==> src/rtl/clk_div_meter.sv <==
// Divided-clock checker: measures period and high time of sig_in in clk units and flags lock.
// Define DUAL_EDGE_EN for half-cycle resolution using an additional negedge sampling chain.
module clk_div_meter #(
   parameter int CNT_W      = 16,
   parameter int EXP_PERIOD = 55,
   parameter int TOL        = 1,
   parameter int TIMEOUT    = 1023
) (
   input  logic             clk,
   input  logic             rst_n,
   input  logic             en,
   input  logic             sig_in,
   output logic [CNT_W-1:0] period,
   output logic [CNT_W-1:0] high_time,
   output logic             meas_valid,
   output logic             locked,
   output logic             timeout
);

   typedef enum logic [1:0] {IDLE, ARM, HIGH, LOW} state_t;

   localparam logic [CNT_W-1:0] EXP_V = CNT_W'(EXP_PERIOD);
   localparam logic [CNT_W-1:0] TOL_V = CNT_W'(TOL);
   localparam logic [CNT_W-1:0] TMO_V = CNT_W'(TIMEOUT);

   state_t           state_q, state_d;
   logic             sync1, sync2, sync_d;
   logic             rise, fall;
   logic [CNT_W-1:0] cnt, cnt_load, corr, meas, diff;
   logic             in_tol, prev_ok;
   logic             cap_period, cap_high, to_fire;

   // NOTE: sequential state uses non-blocking (<=) so every flop samples pre-edge values.
   always_ff @(posedge clk or negedge rst_n) begin
      if (!rst_n) begin
         sync1  <= 1'b0;
         sync2  <= 1'b0;
         sync_d <= 1'b0;
      end else begin
         sync1  <= sig_in;
         sync2  <= sync1;
         sync_d <= sync2;
      end
   end

   assign rise = sync2 & ~sync_d;
   assign fall = ~sync2 & sync_d;

`ifdef DUAL_EDGE_EN
   localparam logic [CNT_W-1:0] STEP = CNT_W'(2);
   logic neg1, neg2, neg_q;

   always_ff @(negedge clk or negedge rst_n) begin
      if (!rst_n) begin
         neg1 <= 1'b0;
         neg2 <= 1'b0;
      end else begin
         neg1 <= sig_in;
         neg2 <= neg1;
      end
   end

   // neg_q holds the sample taken half a cycle before sync2, so it shows whether the edge came earlier
   always_ff @(posedge clk or negedge rst_n) begin
      if (!rst_n) neg_q <= 1'b0;
      else        neg_q <= neg2;
   end

   assign cnt_load = STEP + {{(CNT_W-1){1'b0}}, neg_q};
   assign corr     = {{(CNT_W-1){1'b0}}, rise ? neg_q : ~neg_q};
`else
   localparam logic [CNT_W-1:0] STEP = CNT_W'(1);
   assign cnt_load = STEP;
   assign corr     = '0;
`endif

   always_ff @(posedge clk or negedge rst_n) begin
      if (!rst_n)                 cnt <= '0;
      else if (rise)              cnt <= cnt_load;
      else if (cnt >= TMO_V - STEP) cnt <= TMO_V;
      else                        cnt <= cnt + STEP;
   end

   assign meas   = cnt - corr;
   assign diff   = (meas > EXP_V) ? (meas - EXP_V) : (EXP_V - meas);
   assign in_tol = (diff <= TOL_V);

   always_ff @(posedge clk or negedge rst_n) begin
      if (!rst_n) state_q <= IDLE;
      else        state_q <= state_d;
   end

   // NOTE: every output of this block gets a default first so no latch is inferred.
   always_comb begin
      state_d    = state_q;
      cap_period = 1'b0;
      cap_high   = 1'b0;
      to_fire    = 1'b0;
      if (!en) begin
         state_d = IDLE;
      end else begin
         unique case (state_q)
            IDLE: state_d = ARM;
            ARM:  if (rise) state_d = HIGH;
            HIGH: begin
               if (fall) begin
                  cap_high = 1'b1;
                  state_d  = LOW;
               end else if (cnt == TMO_V) begin
                  to_fire = 1'b1;
                  state_d = ARM;
               end
            end
            LOW: begin
               if (rise) begin
                  cap_period = 1'b1;
                  state_d    = HIGH;
               end else if (cnt == TMO_V) begin
                  to_fire = 1'b1;
                  state_d = ARM;
               end
            end
            default: state_d = IDLE;
         endcase
      end
   end

   always_ff @(posedge clk or negedge rst_n) begin
      if (!rst_n) begin
         period     <= '0;
         high_time  <= '0;
         meas_valid <= 1'b0;
         locked     <= 1'b0;
         timeout    <= 1'b0;
         prev_ok    <= 1'b0;
      end else begin
         meas_valid <= cap_period;
         if (cap_high) high_time <= meas;
         if (cap_period) begin
            period  <= meas;
            timeout <= 1'b0;
            locked  <= prev_ok & in_tol;
            prev_ok <= in_tol;
         end else if (to_fire || !en) begin
            locked  <= 1'b0;
            prev_ok <= 1'b0;
            if (to_fire) timeout <= 1'b1;
         end
      end
   end

endmodule

==> config.mk <==
export PLATFORM = sky130hd
export DESIGN_NAME = clk_div_meter
export DESIGN_NICKNAME = d
export VERILOG_FILES = /design/src/rtl/clk_div_meter.sv
export SDC_FILE = /design/constraint.sdc
export NUM_CORES = 1
export LEC_CHECK = 0
export ABC_AREA = 1
export CAP_MARGIN = 25
export CORE_MARGIN = 2
export CORE_UTILIZATION = 55
export DETAILED_ROUTE_END_ITERATION = 10
export PLACE_DENSITY_LB_ADDON = 0.25
export SYNTH_ARGS = -nofsm -noshare
export SYNTH_HDL_FRONTEND = slang
export SYNTH_SLANG_ARGS = --single-unit
==> constraint.sdc <==
create_clock -name clk -period 2.3 [get_ports clk]
set_clock_uncertainty 0.05 [all_clocks]
set_input_delay 0.23 -clock clk [delete_from_list [all_inputs] [get_ports clk]]
set_output_delay 0.23 -clock clk [all_outputs]
set_load 0.05 [all_outputs]
* Yosys cells after proc, flatten, opt, wreduce, memory -nomap -nowiden
Cells that the tools add are included.
** Word-level totals
- Register bits :: 57
- Bits of input ports :: 4
- Logic and storage cells :: 59
** Cells by class
- Add/subtract/negate cells :: 3
- $lt $le $gt $ge :: 3
- Eq/ne operators :: 5
- Multiplexer cells :: 26
- Bitwise gates (word level) :: 5
- Reductions and logical operators :: 6
** Operators by type and width (count)
- $mux 16 :: 3
- $add 16x1->16 const B :: 1
- $eq 16x10->1 const B :: 1
- $ge 16x10->1 const B :: 1
- $gt 16x6->1 const B :: 1
- $le 16x1->1 const B :: 1
- $mux 1 :: 16
- $sub 16x6->16 const B :: 1
- $sub 6x16->16 const A :: 1
- $mux 2 :: 5
- $pmux 2 s4 :: 1
- $eq 2x2->1 const B :: 2
- $reduce_bool 2->1 :: 2
- $and 1x1->1 :: 3
- $ne 3x3->1 const B :: 1
- $eq 2x1->1 const B :: 1
- $logic_not 2->1 :: 1
- $not 1->1 :: 2
- $pmux 1 s2 :: 1
- $reduce_and 2->1 :: 1
- $logic_not 1->1 :: 1
- $logic_or 1x1->1 :: 1

* Logic depth before layout (Yosys ltp)
- Word-level depth :: 8
- Mapped depth :: 15

* Worst setup path after synthesis
OpenSTA, ideal clock, no wires.
- Path type :: flip-flop to flip-flop
- From :: register cnt[0]
- To :: register locked
- Setup time :: 118 ps
- Data arrival time :: 1614 ps
- Data required time :: 2132 ps
- Setup slack :: 518 ps
- Stages on the path, launching flop included :: 13
- Buffers on the path :: 0
- Clock period less this slack :: 1782 ps
- Cells stage by stage :: dfrtp_1 > ha_1 > nand2_2 > inv_1 > nand3_1 > nand2_1 > nor3_1 > xor2_1 > inv_1 > nand2_1 > nor2_4 > nand3_1 > nand2_1
** On the way
- Cells in the longest elaborated chain, start to end :: 7
- Elaborated cells between the ends (all ways) :: 15
- Classes of those cells :: 2 x add/sub; 2 x order compare; 1 x eq/ne; 7 x mux; 1 x bitwise; 2 x reduce/logical
** RTL lines
- start, declared :: line 29 : logic [CNT_W-1:0] cnt, cnt_load, corr, meas, diff;
- start signal, assigned :: line 79 : else if (rise) cnt <= cnt_load;
- start signal, assigned :: line 81 : else cnt <= cnt + STEP;
- parallel branches: the longest is 7 deep, another holds $sub 6x16->16
- end signal, assigned :: line 142 : locked <= prev_ok & in_tol;
- end, declared :: line 16 : output logic locked,
Several ways; the timed one is not identified.
A chain may end at the register's enable or synchronous reset.

* Worst setup path in the final report
- From :: register cnt[1]
- To :: register locked
The elaborated chain is that of the path after synthesis.

==> results by group <==
Global routing
  • Met1 Use GR: between 30% and 40%
  • Met2 GRT Util: 34.1%
  • Initial antenna violation count: 0
  • GRT overflow: 0
  • First-pass GRT wire length: around 11000 microns
  • Number of global-route vias before repair: approximately 2200
  • Largest net degree at the start of global routing: 35
  • Gr busiest metal: met2
  • GRT Overall Usage: between 20% and 30%
  • Met3 usage: 6.00%

Final layout
  • Area Growth Syn to Fin: 25.2%
  • Antenna diodes: 0
  • Nets: around 420
  • Layout cells sized above 1: between 10 and 15%
  • Final Util: just over 70%

Placed design
  • GPL Wtd Cong: roughly 0.92
  • Pre-CTS setup slack: approximately 210 ps
  • Buffers on Ports: 38
  • DP Wirelength: ~4600 microns

Synthesis
  • Post-synth ARST share: 100%
  • Sequential share of the synthesized area: 48.8%
  • Post-synth EDFFs: 0
  • Post-synthesis cell count: ~370
  • Count leader, synth: nand2_1
  • Main area contributors after synthesis: dfrtp_1 49%, nand2_1 12%, nor2_1 5.8%
  • Post-synth top flop: dfrtp_1
  • Post-Syn Area: just under 3000 sq um
  • Synthesized flop and latch total: 57
  • Top post-synthesis cells by count: 91 x nand2_1, 57 x dfrtp_1, 45 x nor2_1
  • Synthesis Warnings: 0
  • Post-synth top area cell: dfrtp_1
  • Area fraction of the dominant cell type after synthesis: approximately half
  • Mapped Avg Cell Area: roughly 8.0 sq um
  • Synth unique cells: 31

Pwr
  • Peak supply drop: ~0.61 mV
  • Pleak: around 1.8 nW
  • Pwr per Cell Area: approximately 960 nW/um^2

Run
  • Max-capacitance violation count: 0

Clock network
  • Clock latency at the later pin of the worst-skew pair: between 300 and 400 ps
  • Reg clk slew, reported paths: about 70 ps
  • H-tree Lvls: 3
  • Cts bufs inserted: 9
  • CTS sink count: 57
  • Clk root buf: clkbuf_8
  • CTS tree: yes
  • Clk buf depth: 2

STA
  • Final Max Tran Viols: 0
  • Max Freq: roughly 500 MHz
  • Fin crit share: 87.3%
  • PnR worst setup slack: between 200 and 300 ps
  • Slew HR: 64.2%
  • Setup TNS: 0 ps
  • Setup violations, final: 0
  • Worst slew pin tran: 536 ps
  • Min Tclk post-route: 2010 ps
  • Hold Vio Cnt, Final: 0
  • RSZ-0062 raised after global routing: no

Floorplan
  • Die W: between 70 and 80 microns
  • DIE AREA: 5910 sq um
  • Io pins: 39
  • Site Rows: 26
  • Total core area: 5110 sq um
  • Die height: 76.9 microns
  • Initial cell density of the core: between 50% and 60%

Setup path
  • Max FO, Critical Path: 6
  • Crit path kind: flip-flop to flip-flop
  • CP endpoint kind: flip-flop
  • Slowest cell on crit path: dfrtp_1
  • CP top delay family: simple AND/OR/NAND/NOR gates
  • RR Startpoint: cnt[1]
  • Worst setup SP type: flip-flop
  • CP bufs+invs: 0
  • R2r endpoint: locked
  • Worst EP arrival: 2180 ps
  • Top cell by count, worst path: nand2_1
  • Max stage delay on crit path: 420 ps
  • Crit path cell chain: ha_1, nand2_2, nor2_4, nand2_2, nor3_2, nand3_2, nor3_2, nand2_1, nand2_1, nor2_1, nand2_1, nand2_1
  • R2R Setup Slk: 290 ps
  • Worst Path Required: about 2500 ps
  • R2R depth: 12

Min path
  • Worst hold path type: input port to flip-flop
  • WHS Path Cells: 1
  • Hold Path Sink: sync1
  • Hold_sp: sig_in

Route
  • Routed WL: 6300 microns
  • Pre-antenna DRT Iters: 4
  • Routed len/inst: 12.8 microns
  • Routed Antenna Nets: 0
  • Via count: 2507
  • Average via count per standard cell: 5.10
  • Post-route DRC: 0
  • Detailed router's first-iteration violation count: roughly 200

Outcome
  • Status: complete, no violations
[kinds of logic after synthesis]
kind of cell,share of synthesized area (%)
DFF,48.8
adders and majority gates,1.29
xor gates and xnor gates,3.30
and+or+nand+nor,29.0
other,0.128
AOI/OAI and AO/OA,9.81
buffers and inverters,7.67
[stage by stage]
stage               instances  power (mW)  area, sq um  hold slack, ps
floorplan                 371        2.06         2940            -116
global placement          472        2.43         3380             188
detailed placement        472        2.46         3380             194
CTS                       489        3.55         3630             282
global route              492        3.68         3660             277
finish                    492        3.52         3660             286
[final cells by class]
class | instances | area (sq um)
Multi-Input combinational cell | 260 | 1290
Sequential cell | 57 | 1430
Clock inverter | 4 | 73.8
Inverter | 44 | 165
Tap cell | 70 | 87.6
Clock buffer | 12 | 165
Timing Repair Buffer | 45 | 443
Fill cell | 428 | 1450
[state kept, by name, indices dropped and copies added (netlist names)]
name / cells
state_q: 2
period: 16
cnt: 16
sync2: 1
timeout: 1
sync1: 1
prev_ok: 1
high_time: 16
sync_d: 1
meas_valid: 1
locked: 1
[what timing repair did]
item	in CTS	in global routing
endpoints found under the setup margin	0	2
hold buffers	1	0
buffers inserted	0	3
hold endpoints to repair	23	0
gates resized for setup	0	2
[power by group]
group,internal (mW),leakage (nW),switching [mW]
clock network,0.698,0.123,0.386
registers,1.17,0.675,0.109
logic,0.370,1.02,0.787
[how the worst max path moves through the flow]
stage / start / endpoint / slack [ps] / depth (start not counted)
floorplan: cnt[0] / locked / 520 / 12
global placement: cnt[0] / prev_ok / 210 / 12
detailed placement: cnt[0] / locked / 210 / 12
CTS: cnt[0] / locked / 170 / 12
global route: cnt[1] / locked / 40 / 12
finish: cnt[1] / locked / 290 / 12
[cell usage in the layout (no fill, tap or decap), types with 5 or more instances in the layout]
cell type | synthesis | layout
a21oi_1 | 22 | 22
buf_4 | 1 | 5
clkbuf_8 | 0 | 12
clkdlybuf4s50_1 | 0 | 37
conb_1 | 1 | 5
dfrtp_1 | 57 | 56
inv_1 | 39 | 39
inv_2 | 5 | 5
nand2_1 | 91 | 91
nand3_1 | 23 | 22
nor2_1 | 45 | 45
o21ai_0 | 26 | 26
xor2_1 | 11 | 11
[worst reg2reg max path: cells and delay by family (launching register included)]
kind          cells  cell delay, ps
fa+ha+maj         1             210
flops             1             420
simple gates     11            1210
[layer usage]
layer / vias to the layer above / wire (microns)
met2: 68 / 2850
li1: 1256 / -
met5: - / 0
met1: 1174 / 3000
met3: 9 / 352
met4: 0 / 97
(Power assumes the default switching activity.)
